File: config.mk
export PLATFORM = sky130hd
export DESIGN_NAME = matmul_engine
export DESIGN_NICKNAME = d
export VERILOG_FILES = /design/src/rtl/matmul_pkg.sv /design/src/rtl/matmul_pe.sv /design/src/rtl/matmul_engine.sv
export SDC_FILE = /design/constraint.sdc
export NUM_CORES = 2
export LEC_CHECK = 0
export BUFFER_PORTS_ARGS = -buffer_cell sky130_fd_sc_hd__buf_2
export CORE_MARGIN = 2
export CORE_UTILIZATION = 55
export DETAILED_ROUTE_END_ITERATION = 10
export GPL_TIMING_DRIVEN = 0
export PLACE_DENSITY = 0.74
export SETUP_SLACK_MARGIN = 0.05
export SYNTH_ARGS = -nofsm -noshare
export SYNTH_HDL_FRONTEND = slang
export SYNTH_SLANG_ARGS = --single-unit
File: constraint.sdc
create_clock -name clk_i -period 14.1 [get_ports clk_i]
set_input_delay 2.115 -clock clk_i [delete_from_list [all_inputs] [get_ports clk_i]]
set_output_delay 2.115 -clock clk_i [all_outputs]
set_load 0.005 [all_outputs]
File: src/rtl/matmul_pkg.sv
// Shared types and helpers for the matmul engine: FSM states, control-word
// field positions, dimension clamping and flat-image slice indexing.
package matmul_pkg;

   typedef enum logic [1:0] {
      IDLE = 2'd0,
      MAC  = 2'd1,
      DONE = 2'd2
   } state_t;

   localparam int CTRL_START_BIT = 0;
   localparam int CTRL_N_LSB     = 8;
   localparam int CTRL_N_MSB     = 9;
   localparam int CTRL_K_LSB     = 10;
   localparam int CTRL_K_MSB     = 11;
   localparam int CTRL_M_LSB     = 12;
   localparam int CTRL_M_MSB     = 13;

   // Encoded field is (dim - 1); clamp it to the engine size, return the real dimension.
   function automatic logic [2:0] clamp_dim(input logic [1:0] field, input int max_dim);
      int f;
      f = int'(field);
      if (f > max_dim - 1) f = max_dim - 1;
      return 3'(f + 1);
   endfunction

   function automatic int a_slice(input int i, input int k, input int max_dim);
      return max_dim * i + k;
   endfunction

   // B is stored column-major.
   function automatic int b_slice(input int j, input int k, input int max_dim);
      return max_dim * j + k;
   endfunction

   function automatic int c_slice(input int i, input int j, input int max_dim);
      return max_dim * i + j;
   endfunction

endpackage

File: src/rtl/matmul_pe.sv
// One result element: signed multiply-accumulate register with a sticky
// signed-overflow flag, cleared at operation accept.
module matmul_pe
   import matmul_pkg::*;
#(
   parameter int DATA_WIDTH = 8,
   parameter int BUS_WIDTH  = 32
) (
   input  logic                         clk,
   input  logic                         rst_n,
   input  logic                         clear,
   input  logic                         enable,
   input  logic signed [DATA_WIDTH-1:0] a,
   input  logic signed [DATA_WIDTH-1:0] b,
   output logic signed [BUS_WIDTH-1:0]  acc,
   output logic                         flag
);

   logic signed [2*DATA_WIDTH-1:0] prod;
   logic signed [BUS_WIDTH-1:0]    prod_ext;
   logic signed [BUS_WIDTH-1:0]    sum;

   function automatic logic add_ovf(input logic signed [BUS_WIDTH-1:0] x,
                                    input logic signed [BUS_WIDTH-1:0] y,
                                    input logic signed [BUS_WIDTH-1:0] s);
      return (x[BUS_WIDTH-1] == y[BUS_WIDTH-1]) && (s[BUS_WIDTH-1] != x[BUS_WIDTH-1]);
   endfunction

   // Full-width product cannot overflow; only the accumulate can wrap.
   assign prod     = (2*DATA_WIDTH)'(a) * (2*DATA_WIDTH)'(b);
   assign prod_ext = BUS_WIDTH'(prod);
   assign sum      = acc + prod_ext;

   always_ff @(posedge clk or negedge rst_n) begin
      if (!rst_n) begin
         acc  <= '0;
         flag <= 1'b0;
      end else if (clear) begin
         acc  <= '0;
         flag <= 1'b0;
      end else if (enable) begin
         acc  <= sum;
         flag <= flag | add_ovf(acc, prod_ext, sum);
      end
   end

endmodule

File: src/rtl/matmul_engine.sv
// Sequential signed matrix multiply: latches A/B and dims on start, adds one
// outer product per cycle into a MAX_DIM x MAX_DIM PE array, pulses done_o.
module matmul_engine
   import matmul_pkg::*;
#(
   parameter  int DATA_WIDTH = 8,
   parameter  int BUS_WIDTH  = 32,
   localparam int MAX_DIM    = BUS_WIDTH / DATA_WIDTH,
   localparam int OPW        = MAX_DIM * MAX_DIM * DATA_WIDTH,
   localparam int RESW       = MAX_DIM * MAX_DIM * BUS_WIDTH
) (
   input  logic                       clk_i,
   input  logic                       rst_ni,
   input  logic                       start_i,
   input  logic [1:0]                 dim_n_i,
   input  logic [1:0]                 dim_k_i,
   input  logic [1:0]                 dim_m_i,
   input  logic [OPW-1:0]             a_row_i,
   input  logic [OPW-1:0]             b_col_i,
   output logic [RESW-1:0]            fin_r_o,
   output logic [MAX_DIM*MAX_DIM-1:0] ouflow_o,
   output logic                       done_o,
   output logic                       busy_o
);

   state_t         state, state_next;
   logic [1:0]     k;
   logic [2:0]     nd, kd, md;
   logic [OPW-1:0] a_lat, b_lat;
   logic           accept;
   logic           last_k;
   logic           mac_en;

   assign accept = (state == IDLE) && start_i;
   assign last_k = ({1'b0, k} == (kd - 3'd1));

   always_ff @(posedge clk_i or negedge rst_ni) begin
      if (!rst_ni) begin
         state <= IDLE;
         k     <= 2'd0;
         nd    <= 3'd1;
         kd    <= 3'd1;
         md    <= 3'd1;
      end else begin
         state <= state_next;
         if (accept) begin
            k  <= 2'd0;
            nd <= clamp_dim(dim_n_i, MAX_DIM);
            kd <= clamp_dim(dim_k_i, MAX_DIM);
            md <= clamp_dim(dim_m_i, MAX_DIM);
         end else if (state == MAC) begin
            k <= k + 2'd1;
         end
      end
   end

   // Operand images are pure data; they only matter once an accept has loaded them.
   always_ff @(posedge clk_i) begin
      if (accept) begin
         a_lat <= a_row_i;
         b_lat <= b_col_i;
      end
   end

   always_comb begin
      state_next = state;
      mac_en     = 1'b0;
      unique case (state)
         IDLE: if (start_i) state_next = MAC;
         MAC: begin
            mac_en = 1'b1;
            if (last_k) state_next = DONE;
         end
         DONE:    state_next = IDLE;
         default: state_next = IDLE;
      endcase
   end

   assign done_o = (state == DONE);
   assign busy_o = (state != IDLE);

   // Column k of A and row k of B feed the array; out-of-range elements stay idle.
   for (genvar i = 0; i < MAX_DIM; i++) begin : g_row
      for (genvar j = 0; j < MAX_DIM; j++) begin : g_col
         logic pe_en;
         assign pe_en = mac_en && (3'(i) < nd) && (3'(j) < md);

         matmul_pe #(
            .DATA_WIDTH (DATA_WIDTH),
            .BUS_WIDTH  (BUS_WIDTH)
         ) u_pe (
            .clk    (clk_i),
            .rst_n  (rst_ni),
            .clear  (accept),
            .enable (pe_en),
            .a      (a_lat[DATA_WIDTH*a_slice(i, int'(k), MAX_DIM) +: DATA_WIDTH]),
            .b      (b_lat[DATA_WIDTH*b_slice(j, int'(k), MAX_DIM) +: DATA_WIDTH]),
            .acc    (fin_r_o[BUS_WIDTH*c_slice(i, j, MAX_DIM) +: BUS_WIDTH]),
            .flag   (ouflow_o[c_slice(i, j, MAX_DIM)])
         );
      end
   end

endmodule

**Word-level counts from Yosys, hierarchy flattened**

Index checks and enable logic that the tools add are counted.

- Word-level logic and storage cells: 275
- Output and inout bits: 530
- Bits in registers: 797
- Input port bits: 265

- Magnitude comparators: 8
- Add/subtract/negate cells: 24
- Muxes and demuxes: 70
- Reduce and logical (&&, ||, !) cells: 57
- Shift operators: 8
- Bitwise gates (word level): 16
- Multiply operators: 16
- Equal/unequal tests: 37

Operator list:

| operator | number |
|---|---|
| $mux 32 | 32 |
| $add 32x16->32 | 16 |
| $shiftx 128x9->8 | 4 |
| $mul 8x8->16 | 16 |
| $shiftx 128x6->8 | 2 |
| $shiftx 128x8->8 | 2 |
| $logic_and 1x1->1 | 37 |
| $reduce_bool 2->1 | 18 |
| $mux 1 | 33 |
| $eq 1x1->1 | 16 |
| $ne 1x1->1 | 16 |
| $or 1x1->1 | 16 |
| $lt 1x3->1 const A | 4 |
| $lt 2x3->1 const A | 4 |
| $add 4x2->5 const A | 2 |
| $add 2x1->3 const B | 3 |
| $mux 2 | 4 |
| $add 3x2->4 const A | 1 |
| $ne 2x2->1 const B | 2 |
| $pmux 2 s2 | 1 |
| $eq 2x3->1 | 1 |
| $sub 3x1->3 const B | 1 |
| $add 2x1->2 const B | 1 |
| $eq 2x1->1 const B | 1 |
| 3 further kinds | 3 |

**Depth between registers and ports, before layout**

- Word-level depth: 9
- Depth in mapped cells: 41
- Depth with buffers taken out: 36

**Cells and area by module**

A second synthesis with hierarchy kept.

- Cell total of the unflattened synthesis: 10,082
- Area, all modules: 95,434.0 um^2

By module, submodules not included:

| module | area an instance (um^2) | instances | cells each | seq. area each (um^2) |
|---|---|---|---|---|
| matmul_pe at g_row[2].g_col[2].u_pe ... | 5,243.8 | 6 | 589 | 825.8 |
| matmul_pe at g_row[0].g_col[1].u_pe ... | 5,343.9 | 4 | 605 | 825.8 |
| matmul_pe at g_row[1].g_col[2].u_pe ... | 5,417.7 | 3 | 610 | 825.8 |
| matmul_engine | 10,004.6 | 1 | 415 | 8,016.4 |
| matmul_pe at g_row[2].g_col[1].u_pe | 5,504.0 | 1 | 640 | 825.8 |
| matmul_pe at g_row[0].g_col[0].u_pe | 5,436.5 | 1 | 625 | 825.8 |
| matmul_pe at g_row[1].g_col[1].u_pe | 5,397.7 | 1 | 618 | 825.8 |

**Worst setup path after synthesis**

OpenSTA, ideal clock, no wires.

- Path kind: input port to flip-flop
- Start: input start_i
- End: register a_lat[0] (enable)
- Path buffers: 1
- Required time: 13,380 ps
- Stages on the path: 3
- Path slack: 3,873 ps
- Arrival: 9,507 ps
- Library setup time: 720 ps
- Cell sequence: nand2_1 clkinv_1 clkbuf_1

- Word-level cells in the longest chain between the ends: 1

Ends and longest elaborated chain:

| what | RTL line | RTL |
|---|---|---|
| from (decl) | matmul_engine.sv:14 | `input logic start_i,` |
| $logic_and 1x1->1 | matmul_engine.sv:34 | `assign accept = (state == IDLE) && start_i;` |
| named net accept | matmul_engine.sv:30 | `logic accept;` |
| to (signal assigned) | matmul_engine.sv:60 | `a_lat <= a_row_i;` |
| to (decl) | matmul_engine.sv:29 | `logic [OPW-1:0] a_lat, b_lat;` |

The timed path passes the listed nets, and every way through them passes these cells.
A chain may end at the register's enable or synchronous reset.

**Worst setup path in the final report**

- Start: register k[1]
- End: register g_row[3].g_col[1].u_pe.acc[28]

- Word-level cells in the longest chain between the ends: 6
- Elaborated cells between the ends (all ways): 8

Ends and longest elaborated chain:

| what | RTL line | RTL |
|---|---|---|
| from (decl) | matmul_engine.sv:27 | `logic [1:0] k;` |
| from (signal assigned) | matmul_engine.sv:52 | `k <= k + 2'd1;` |
| $add 4x2->5 / $add 3x2->4 (equally long branches) | matmul_pkg.sv:28, matmul_pkg.sv:33 |  |
| $shiftx 128x9->8 / $shiftx 128x8->8 (equally long branches) | matmul_engine.sv:96, matmul_engine.sv:97 |  |
| $mul 8x8->16 (*) | matmul_pe.sv:30 | `assign prod = (2*DATA_WIDTH)'(a) * (2*DATA_WIDTH)'(b);` |
| $add 32x16->32 (*) | matmul_pe.sv:32 | `assign sum = acc + prod_ext;` |
| $mux 32 (*) | matmul_pe.sv:41 | `end else if (enable) begin` |
| $mux 32 (*) | matmul_pe.sv:38 | `end else if (clear) begin` |
| to (signal assigned) | matmul_pe.sv:42 | `acc <= sum;` |
| to (decl) | matmul_pe.sv:15 | `output logic signed [BUS_WIDTH-1:0] acc,` |

Mark *: on every way between the ends. The rest lies on a longest branch, timed or not. The select of a mux whose other input is x is not followed.

==> reports/results.tsv <==
metric	value	unit
num_rows	149	
yosysTopAreaCell	fa_1	
dp_hpwl	261000	um
core-area	0.165	sq mm
cts_tree	built	
fin_nets	13300	
yosys_register_bits	797	
ys_async_sr_fraction	0.679	
synthCells	10200	
worstPathRequired	14.82	ns
finClkSkew	0.0443	ns
synth_top_area_share	0.196	
worst_hold_slack	0.482	ns
die_w	412	um
yosysMostFrequentCell	inv_1	
setup_ws	1.40	ns
drt-initial-drc-count	7315	
grt_max_degree	112	
critPathKind	reg -> reg	
start_kind	register	
ys_top_cells_by_area	fa_1 (20%), dfrtp_1 (15%), ha_1 (13%)	
min_period	12.70	ns
rrSetupSlack	1.40	ns
first_pass_iters	9	
grt_pass1_wl	478000	um
wl_per_cell	23.9	um
design_area	0.102	sq mm
antenna_left	0	
netlist_area	0.0916	sq mm
finalWeightedCongestion	1.08	
htreeDepth	3	
syn-mean-instance-area	8.95	sq um
grt_pass1_vias	79600	
cts_buffer_depth	3	
crit_fanout	20	
path_clk_slew	0.07	ns
route.detailed.drc	0	
timing.fmax	78.7	MHz
grt_antenna_before_repair	24	
setup_violations	0	
finalHoldViolations	0	
slew_violations	40	
io_buffers	794	
num_vias	80200	
worstSkewPairLatency	0.80	ns
avgViaCountPerCell	5.97	
initial_core_util	0.554	
cts-buffers-inserted	97	
hold_class	reg -> reg	
grt-ovfl-total	0	
endpoint_kind	register	
violations	max-capacitance violations, max-slew violations	
ys_seq_area_frac	0.232	
layout-drive-gt1-share	0.104	
wl	321000	um
root_buffer	clkbuf_16	
cts.repair.resized	0	
area_growth	11.9	%
cpPeakStageDelay	1.03	ns
drv_cap	7	
arrival	13.43	ns
place_ws	1.82	ns
slew_headroom	-0.0632	
r2r_cells	39	
holdBufCountCts	0	
ys_types	89	
rsz0062_at_grt	no	
die_y	412	um
ys.warnings.count	0	
die_area	0.170	sq mm
ys.flop_type	dfrtp_1	
synthTopCellsByCount	inv_1 (1511), nor2_1 (1026), ha_1 (980), fa_1 (896), o21ai_0 (664)	
post_cts_buffers	0	
outcome	finished with violations	
whs_path_depth	2	
tightest_slew	1.58	ns
syn-num-nets	12400	
fin_crit_sh	0.901	
io_pins	795	
cpMaxStageDelayCell	xnor2_2	
dpl-instance-area	0.0990	sq mm
grt_use_total	0.374	
cts.sinks	797	
synth_edf_count	256	
==> cell families after synthesis <==
| family | after synthesis | share of synthesized area |
|---|---|---|
| and+or+nand+nor | 2670 | 0.131 |
| AOI/OAI and AO/OA | 2111 | 0.143 |
| buffers and inverters | 1928 | 0.0797 |
| adders and majority gates | 1876 | 0.330 |
| DFF | 797 | 0.232 |
| xor gates and xnor gates | 698 | 0.0668 |
| muxes | 148 | 0.0171 |
==> cell type report <==
type	instances	area, sq um
clock buffer	115	2610
multi-input combinational	7503	63100
tap	2189	2740
timing repair buffer	824	4540
buffer	412	1630
inverter	1516	5690
fill	14300	62800
antenna	15	37.5
sequential	797	21200
clock inverter	66	817
==> cell usage in the layout (no fill, tap or decap), types with 19 or more instances in the layout <==
| master | instances |
|---|---|
| inv_1 | 1511 |
| nor2_1 | 1024 |
| ha_1 | 980 |
| fa_1 | 896 |
| buf_2 | 801 |
| o21ai_0 | 656 |
| nand3_1 | 589 |
| nand2_1 | 544 |
| dfrtp_1 | 538 |
| a21oi_1 | 495 |
| xnor2_1 | 441 |
| clkbuf_1 | 342 |
| a21o_1 | 323 |
| edfxtp_1 | 256 |
| xor2_1 | 245 |
| nand2b_1 | 129 |
| o21a_1 | 102 |
| clkbuf_16 | 100 |
| o21bai_1 | 93 |
| nor2b_1 | 84 |
| mux2i_1 | 82 |
| nor3_1 | 79 |
| o21ai_1 | 72 |
| mux2_2 | 66 |
| o31ai_1 | 52 |
| buf_1 | 50 |
| nand4_1 | 48 |
| a31oi_1 | 45 |
| and3_1 | 39 |
| or3_1 | 37 |
| a211oi_1 | 29 |
| a211o_1 | 27 |
| o211ai_1 | 26 |
| or2_2 | 23 |
| a41oi_1 | 19 |
| buf_4 | 19 |
==> routing by layer <==
layer,track usage,up-vias,part of all wire
li1,-,35900,-
met1,0.459,39300,0.37
met2,0.574,3861,0.44
met3,0.118,1024,0.11
met4,0.227,18,0.076
met5,0,-,0.00037
==> through the flow <==
| stage | std cells | setup TNS, ns | utilization |
|---|---|---|---|
| floorplan | 10200 | 0 | - |
| CTS | 13400 | 0 | 0.620 |
| finish | 13400 | 0 | 0.620 |
| detailed placement | 13200 | 0 | 0.599 |
| global route | 13400 | 0 | 0.620 |
| global placement | 13200 | -899.97 | 0.595 |
==> flip-flops by register name, summed over array words and instances, names as in the netlist <==
signal                 count
nd                         3
md                         3
g_row.g_col.u_pe.flag     16
kd                         3
a_lat                    128
b_lat                    128
state                      2
k                          2
g_row.g_col.u_pe.acc     512
==> worst max-delay path: cells and delay by family, from the launching register on <==
| kind | cells | cell delay [ns] |
|---|---|---|
| XOR/XNOR | 1 | 1.03 |
| adder cells (fa/ha/maj) | 6 | 2.87 |
| AND/OR/NAND/NOR | 8 | 1.62 |
| flip-flops | 1 | 0.32 |
| multiplexers | 1 | 0.98 |
| AO/OA/AOI/OAI | 13 | 2.67 |
| buffers and inverters | 10 | 3.10 |
==> worst paths after layout <==
check,from,endpoint
worst max-delay path,k[1],g_row[3].g_col[1].u_pe.acc[28]
worst min-delay path,g_row[2].g_col[0].u_pe.flag,g_row[2].g_col[0].u_pe.flag
worst max register to register,k[1],g_row[3].g_col[1].u_pe.acc[28]
worst min register to register,g_row[2].g_col[0].u_pe.flag,g_row[2].g_col[0].u_pe.flag
max in group asynchronous,rst_ni,g_row[1].g_col[3].u_pe.acc[10]
min in group asynchronous,rst_ni,g_row[3].g_col[0].u_pe.acc[26]
Power is left out: the tool's default activity adds up to more than one toggle a clock period on the data nets, which glitch-free logic cannot reach.
